--- src/rtl/kiwi_rx_pkg.sv ---
// Shared definitions for the wideband RX reader: read-sequence states and the
// field layout of the I word, Q word and packed high-byte word.
package kiwi_rx_pkg;

   typedef enum logic [2:0] {
      StIdle,
      StRdI,
      StRdQ,
      StRdW,
      StPush
   } rd_state_e;

   localparam int unsigned SampWDefault = 18;

   // High bytes of I and Q share one packed word; low fields sit above a zero fill
   localparam int unsigned HiByteW    = 8;
   localparam int unsigned IHiMsb     = 15;
   localparam int unsigned IHiLsb     = 8;
   localparam int unsigned QHiMsb     = 7;
   localparam int unsigned QHiLsb     = 0;
   localparam int unsigned ZeroFillW  = 6;
   localparam int unsigned LoFieldW   = 10;
   localparam int unsigned LoFieldLsb = ZeroFillW;
   localparam int unsigned LoFieldMsb = ZeroFillW + LoFieldW - 1;
   localparam int unsigned PackedW    = HiByteW + LoFieldW;

   function automatic logic [PackedW-1:0] join_sample(input logic [HiByteW-1:0]  hi,
                                                      input logic [LoFieldW-1:0] lo);
      return {hi, lo};
   endfunction

endpackage

--- src/rtl/rx_wb_fifo.sv ---
// Synchronous first-word fall-through FIFO with occupancy output. A push on a
// full FIFO is accepted when a pop happens in the same cycle.
module rx_wb_fifo #(
   parameter int unsigned DEPTH = 16,
   parameter int unsigned WIDTH = 36
) (
   input  logic                     clk,
   input  logic                     reset_n,
   input  logic                     push,
   input  logic [WIDTH-1:0]         data_in,
   input  logic                     pop,
   output logic [WIDTH-1:0]         data_out,
   output logic                     valid,
   output logic                     full,
   output logic [$clog2(DEPTH):0]   level
);

   localparam int unsigned AW = $clog2(DEPTH);
   localparam int unsigned LW = AW + 1;

   logic [WIDTH-1:0] mem [DEPTH];
   logic [AW-1:0]    wr_ptr;
   logic [AW-1:0]    rd_ptr;
   logic             do_push;
   logic             do_pop;

   assign valid    = (level != '0);
   assign full     = (level == LW'(DEPTH));
   assign do_pop   = pop && valid;
   assign do_push  = push && (!full || do_pop);
   assign data_out = mem[rd_ptr];

   always_ff @(posedge clk) begin
      if (do_push) begin
         mem[wr_ptr] <= data_in;
      end
   end

   // Pointers wrap naturally since DEPTH is a power of two
   always_ff @(posedge clk) begin
      if (!reset_n) begin
         wr_ptr <= '0;
         rd_ptr <= '0;
         level  <= '0;
      end else begin
         if (do_push) begin
            wr_ptr <= wr_ptr + AW'(1);
         end
         if (do_pop) begin
            rd_ptr <= rd_ptr + AW'(1);
         end
         case ({do_push, do_pop})
            2'b10:   level <= level + LW'(1);
            2'b01:   level <= level - LW'(1);
            default: level <= level;
         endcase
      end
   end

endmodule

--- src/rtl/rx_wb_reader.sv ---
// Wideband RX sample reader: reads I, Q and packed words per strobe and queues
// reassembled samples. Define RX_WB_READER_OVF_CNT_EN to add the ovf_count output.
module rx_wb_reader
   import kiwi_rx_pkg::*;
#(
   parameter int unsigned DEPTH  = 16,
   parameter int unsigned SAMP_W = SampWDefault
) (
   input  logic                     adc_clk,
   input  logic                     reset_n,
   input  logic                     rx_avail_wb_A,
   input  logic [15:0]              rx_dout_A,
   output logic                     rd_getI,
   output logic                     rd_getQ,
   output logic                     rd_getWB,
   output logic                     m_valid,
   input  logic                     m_ready,
   output logic signed [SAMP_W-1:0] m_i,
   output logic signed [SAMP_W-1:0] m_q,
   output logic [$clog2(DEPTH):0]   fifo_level,
   input  logic                     clear_ovf,
`ifdef RX_WB_READER_OVF_CNT_EN
   output logic [15:0]              ovf_count,
`endif
   output logic                     overflow
);

   rd_state_e             state;
   logic [LoFieldW-1:0]   i_field;
   logic [LoFieldW-1:0]   q_field;
   logic [15:0]           w_word;
   logic [PackedW-1:0]    i_raw;
   logic [PackedW-1:0]    q_raw;
   logic signed [SAMP_W-1:0] i_smp;
   logic signed [SAMP_W-1:0] q_smp;
   logic [2*SAMP_W-1:0]   head;
   logic                  push;
   logic                  pop;
   logic                  full;
   logic                  push_lost;
   logic                  strobe_lost;

   assign rd_getWB = 1'b1;

   // rx_dout_A follows rd_getI/rd_getQ, so each read state captures its own word
   always_ff @(posedge adc_clk) begin
      if (!reset_n) begin
         state   <= StIdle;
         rd_getI <= 1'b0;
         rd_getQ <= 1'b0;
         i_field <= '0;
         q_field <= '0;
         w_word  <= '0;
      end else begin
         case (state)
            StIdle: begin
               if (rx_avail_wb_A) begin
                  state   <= StRdI;
                  rd_getI <= 1'b1;
               end
            end
            StRdI: begin
               i_field <= rx_dout_A[LoFieldMsb:LoFieldLsb];
               rd_getI <= 1'b0;
               rd_getQ <= 1'b1;
               state   <= StRdQ;
            end
            StRdQ: begin
               q_field <= rx_dout_A[LoFieldMsb:LoFieldLsb];
               rd_getQ <= 1'b0;
               state   <= StRdW;
            end
            StRdW: begin
               w_word <= rx_dout_A;
               state  <= StPush;
            end
            StPush: begin
               state <= StIdle;
            end
            default: begin
               state   <= StIdle;
               rd_getI <= 1'b0;
               rd_getQ <= 1'b0;
            end
         endcase
      end
   end

   assign i_raw = join_sample(w_word[IHiMsb:IHiLsb], i_field);
   assign q_raw = join_sample(w_word[QHiMsb:QHiLsb], q_field);
   assign i_smp = SAMP_W'(signed'(i_raw));
   assign q_smp = SAMP_W'(signed'(q_raw));

   assign push        = (state == StPush);
   assign pop         = m_valid && m_ready;
   assign push_lost   = push && full && !pop;
   assign strobe_lost = rx_avail_wb_A && (state != StIdle);

   rx_wb_fifo #(
      .DEPTH (DEPTH),
      .WIDTH (2 * SAMP_W)
   ) u_fifo (
      .clk      (adc_clk),
      .reset_n  (reset_n),
      .push     (push),
      .data_in  ({i_smp, q_smp}),
      .pop      (pop),
      .data_out (head),
      .valid    (m_valid),
      .full     (full),
      .level    (fifo_level)
   );

   assign m_i = (reset_n && m_valid) ? head[2*SAMP_W-1:SAMP_W] : '0;
   assign m_q = (reset_n && m_valid) ? head[SAMP_W-1:0]        : '0;

   always_ff @(posedge adc_clk) begin
      if (!reset_n || clear_ovf) begin
         overflow <= 1'b0;
      end else if (push_lost || strobe_lost) begin
         overflow <= 1'b1;
      end
   end

`ifdef RX_WB_READER_OVF_CNT_EN
   logic [16:0] cnt_sum;

   // A dropped strobe and a dropped push can coincide, losing two samples
   assign cnt_sum = {1'b0, ovf_count} + 17'(strobe_lost) + 17'(push_lost);

   always_ff @(posedge adc_clk) begin
      if (!reset_n || clear_ovf) begin
         ovf_count <= '0;
      end else if (strobe_lost || push_lost) begin
         ovf_count <= cnt_sum[16] ? 16'hFFFF : cnt_sum[15:0];
      end
   end
`endif

endmodule
--- config.mk ---
export PLATFORM = sky130hd
export DESIGN_NAME = rx_wb_reader
export DESIGN_NICKNAME = d
export VERILOG_FILES = /design/src/rtl/kiwi_rx_pkg.sv /design/src/rtl/rx_wb_fifo.sv /design/src/rtl/rx_wb_reader.sv
export SDC_FILE = /design/constraint.sdc
export NUM_CORES = 1
export LEC_CHECK = 0
export BUFFER_PORTS_ARGS = -buffer_cell sky130_fd_sc_hd__buf_4
export CAP_MARGIN = 20
export CORE_UTILIZATION = 35
export CTS_CLUSTER_SIZE = 28
export DETAILED_ROUTE_END_ITERATION = 6
export PLACE_DENSITY = 0.6
export SYNTH_ARGS = -nofsm -noshare
export SYNTH_HDL_FRONTEND = slang
export SYNTH_SLANG_ARGS = --single-unit
--- constraint.sdc ---
create_clock -name adc_clk -period 6.1 [get_ports adc_clk]
set_clock_uncertainty 0.05 [all_clocks]
set_input_delay 1.525 -clock adc_clk [delete_from_list [all_inputs] [get_ports adc_clk]]
set_output_delay 1.525 -clock adc_clk [all_outputs]
set_load 0.005 [all_outputs]
**Word level (Yosys, flattened, before mapping)**

Memory sizes are Yosys's and may differ from the RTL's. A register that Yosys moved wholly into a read port is not among the register bits.
Index checks and enable logic that the tools add are counted.

- Register bits: 55
- Bits in writable memories: 576
- Input bits: 21
- Output and inout bits: 46
- Logic and storage cells: 56
- Memories kept: 1

Memory list:

| memory | words | width | rd ports | clocked after Yosys merged registers in | wr ports | line | RTL |
|---|---|---|---|---|---|---|---|
| u_fifo.mem | 16 | 36 | 1 | 1 | 1 | rx_wb_fifo.sv:21 | `logic [WIDTH-1:0] mem [DEPTH];` |

- Add/sub/neg operators: 4
- Equality and inequality tests: 8
- Muxes and demuxes: 12
- Bitwise logic cells: 1
- Reductions and logical operators: 20

Operators with widths:

| operator | number |
|---|---|
| $mux 18 | 2 |
| $pmux 3 s4 | 1 |
| $pmux 5 s2 | 1 |
| $add 4x1->4 const B | 2 |
| $mux 4 | 2 |
| $logic_and 1x1->1 | 7 |
| $eq 3x2->1 const B | 2 |
| $reduce_or 3->1 | 2 |
| $add 5x1->5 const B | 1 |
| $eq 5x5->1 const B | 1 |
| $reduce_bool 5->1 | 1 |
| $sub 5x1->5 const B | 1 |
| $pmux 1 s2 | 2 |
| $eq 3x1->1 const B | 1 |
| $eq 3x3->1 const B | 1 |
| $logic_not 1->1 | 3 |
| $logic_not 3->1 | 1 |
| $logic_or 1x1->1 | 3 |
| $mux 1 | 3 |
| $mux 3 | 1 |
| $reduce_bool 3->1 | 1 |
| $eq 2x1->1 const B | 1 |
| $eq 2x2->1 const B | 1 |
| $ne 2x2->1 const B | 1 |
| 3 further kinds | 3 |

**Depth between registers and ports, before layout**

- Word-level depth: 7
- Gate-level depth with buffers: 14
- Depth with buffers taken out: 10

**Cells and area by module**

From an unflattened synthesis, not the netlist that was laid out.

- Cells, all modules: 1208
- Area total of the unflattened synthesis: 24414.7 um2

Modules (own cells, without submodules):

| module | times used | cells an instance | area an instance (um2) | sequential area each (um2) |
|---|---|---|---|---|
| rx_wb_fifo | 1 | 997 | 22495.3 | 17636.9 |
| rx_wb_reader | 1 | 211 | 1919.3 | 840.8 |

**Least setup slack after synthesis**

OpenSTA, ideal clock, no wires.

- Path type: input port to flip-flop
- From: input port m_ready
- To: memory u_fifo.mem[3][0], enable pin
- Library setup time: 0.474 ns
- Arrival time: 4.325 ns
- Data required time: 5.576 ns
- Slack: 1.251 ns
- Stages: 3
- Path buffers: 0
- Path through: nand2b_1 > o2111ai_1 > nor3_1

- Cells in the longest elaborated chain, start to end: 6

Ends and longest elaborated chain:

| element | line | RTL |
|---|---|---|
| from (decl) | rx_wb_reader.sv:17 | `input logic m_ready,` |
| $logic_and 1x1->1 | rx_wb_reader.sv:95 | `assign pop = m_valid && m_ready;` |
| $logic_and 1x1->1 | rx_wb_fifo.sv:29 | `assign do_pop = pop && valid;` |
| $logic_or 1x1->1 | rx_wb_fifo.sv:30 | `assign do_push = push && (!full \|\| do_pop);` |
| $logic_and 1x1->1 | rx_wb_fifo.sv:30 |  |
| $mux 1 | rx_wb_fifo.sv:34 | `if (do_push) begin` |
| $mux 1 (implied by the code) | rx_wb_fifo.sv:35 | `mem[wr_ptr] <= data_in;` |
| to (decl) | rx_wb_fifo.sv:21 |  |

Every way passes these cells.

==> out/results.ini <==
[pwr]
sequentialPowerShare_pct=49.3
internal-power_mw=7.68
leakage_nw=8.88
p_switching_mw=2.35
power_density_mw_per_mm2=356
peakVddDrop_v=0.000202
clkPwrFrac_pct=38.6
share_comb_of_total_power_pct=12.1
p_total_mw=10.0
netSwitchingFraction_pct=23.5

[logic_synthesis]
syn_area_mm2=0.0244
ys_ff_latch=635
synthTopCellsByArea=edfxtp_1 (71%), mux4_2 (13%), dfxtp_1 (4.8%)
async_flop_share_pct=0
yosysTopAreaCellShare_pct=70.8
yosysWarnings=0
synth-edff-count=576
seq_area_frac_synth_pct=75.6
avgSynthCellArea_um2=21.0
synth_top_area_cell=edfxtp_1
ys_types=49
synth-main-ff-cell=edfxtp_1
synth_fp_nets=1195
syn_inst=1165

[sta]
setup_ws_ns=1.26
finalHoldViolations=0
finalCriticalPeriod_ns=4.84
min_period_over_period_pct=79.4
drv_slew=0
rsz0062_at_grt=no
slew_headroom_pct=27.9
setup_violations=0
max_freq_mhz=206
setup_tns_ns=0
worst_pin_slew_ns=1.08

[worst_setup_path]
startpoint_type=flop
arrival_ns=3.27
reg2reg_setup_slack_ns=2.16
reg2regPathDepth=10
end_kind=primary output
cp_max_fo=46
required_ns=4.53
path_class=reg2out

[floorplanning]
num_rows=96
die_area_mm2=0.0709
fp.dieW_um=266
core_mm2=0.0688
initial_core_util_pct=35.5
ios=67
die_y_um=266

[final_layout]
synthToLayoutAreaGrowth_pct=15.4
n_antenna_cell=0
fillers=6026
fin_nets=1295
design_area_mm2=0.0282
drive_gt1_share_pct=26.8
mostFrequentLayoutCell=edfxtp_1
layout_common_cells=edfxtp_1 (576), mux4_2 (144), mux2i_1 (95)

[job]
maxCapViolations=0

[clock_tree]
clockBufferDepth=3
insertion_delay_ns=0.61
h-tree-depth=3
cts_hold_buf=0
cts.sinks=635
cts_resized=0
clockRootBuffer=clkbuf_16
cts_setup_buffers=0
cts_tree=built
numCtsBuffers=66
path_clk_slew_ns=0.06

[place]
place_ws_ns=1.17
dp_hpwl_um=30400
port_buffers=65
place_area_mm2=0.0261
gp_congestion=0.728

[detailed_routing]
via_count=11400
vias_per_cell=5.07
first_iter_violations=1052
dr.pass1.iters=5
drc_errors=0
wl_um=54100
wl_per_cell_um=24.1
drtAntennaViolNets=0

[global_route]
antenna_found_initial=2
grt_pass1_vias=11900
grt.overflow.total=0
grt_pass1_wl_um=79900
grt_max_degree=67
track_usage_pct=15.6

[hold_path]
hp-class=reg2reg
hold_depth=2

[run_status]
status=completed

## final timing paths
check | start | to
worst max-delay path | flop | m_q[17]
worst min-delay path | rd_getQ | rd_getQ
worst max register to register | u_fifo.level[1] | u_fifo.level[4]
worst min register to register | rd_getQ | rd_getQ
## layout make-up
cell class / count / area, um2 / area share, %
timing repair buffer: 100 / 826 / 2.93
clock buffer: 94 / 1830 / 6.48
inverter: 5 / 18.8 / 0.0665
clock inverter: 24 / 248 / 0.878
sequential: 635 / 18500 / 65.5
tap: 931 / 1160 / 4.13
multi-input combinational: 457 / 5640 / 20.0
## per-layer routing
metal / vias to the layer above / wire length (um) / global-route usage (%) / part of all wire [%]
li1: 4993 / - / - / -
met5: - / 32 / 0 / 0.059
met3: 65 / 2620 / 2.50 / 4.8
met4: 4 / 790 / 4.35 / 1.5
met1: 6038 / 24700 / 22.4 / 46
met2: 282 / 25900 / 24.5 / 48
## synth_stat cells, types with 2 or more instances
master / n
nand2_1: 38
o22ai_1: 37
o21ai_0: 4
clkbuf_1: 30
buf_4: 2
buf_1: 6
edfxtp_1: 576
dfxtp_1: 59
and2_1: 10
nand3_1: 4
nor4b_1: 2
xnor2_1: 7
nor3_1: 6
and3_1: 15
buf_2: 23
nor4bb_1: 2
nor4_1: 2
nand2b_1: 5
ha_1: 9
o21a_1: 2
nor2_1: 6
mux2i_1: 95
buf_6: 7
inv_1: 5
a21o_1: 2
nand3b_1: 2
mux4_2: 144
nor2b_1: 26
a21boi_0: 19
## logic make-up (layout without fill, tap and decap cells)
group	Yosys count	after routing	synth area share, %
DFF	635	635	75.6
muxes	239	239	17.2
and+or+nand+nor	128	128	2.99
buffers and inverters	73	223	1.48
AOI/OAI and AO/OA	72	72	2.02
adders and majority gates	9	9	0.461
xor gates and xnor gates	8	8	0.287
other	1	1	0.0153
## critical path, cell delays in order (launching register included)
cell	delay, ns
dfxtp_4	0.99
buf_4	0.47
mux4_2	0.55
mux2i_1	0.30
o22ai_1	0.14
buf_4	0.18
## power by group through the flow
stage          sequential (mW)  combinational [mW]  clock [mW]
2_1_floorplan             4.92               0.928           0
3_3_place_gp              5.04                1.24           0
5_1_grt                   4.97                1.32        4.10
4_1_cts                   4.95                1.25        3.95
6_report                  4.95                1.21        3.87
3_5_place_dp              5.05                1.25           0
## metrics by stage
stage | std cells | hold slack, ns | utilization (%)
after floorplan | 1165 | 0.420 | -
after global placement | 2125 | 0.426 | 37.9
after detailed placement | 2127 | 0.430 | 37.9
after CTS | 2245 | 0.439 | 41.0
after global routing | 2246 | 0.451 | 41.0
final | 2246 | 0.441 | 41.0
## flip-flops by register name, indices dropped and copies added, names as in the netlist, 3 cells and up, named ones only
signal,flops
i_field,10
q_field,10
state,3
u_fifo.level,5
u_fifo.mem,576
u_fifo.rd_ptr,4
u_fifo.wr_ptr,4
w_word,16
No activity file was read; power rests on OpenSTA's default activity.
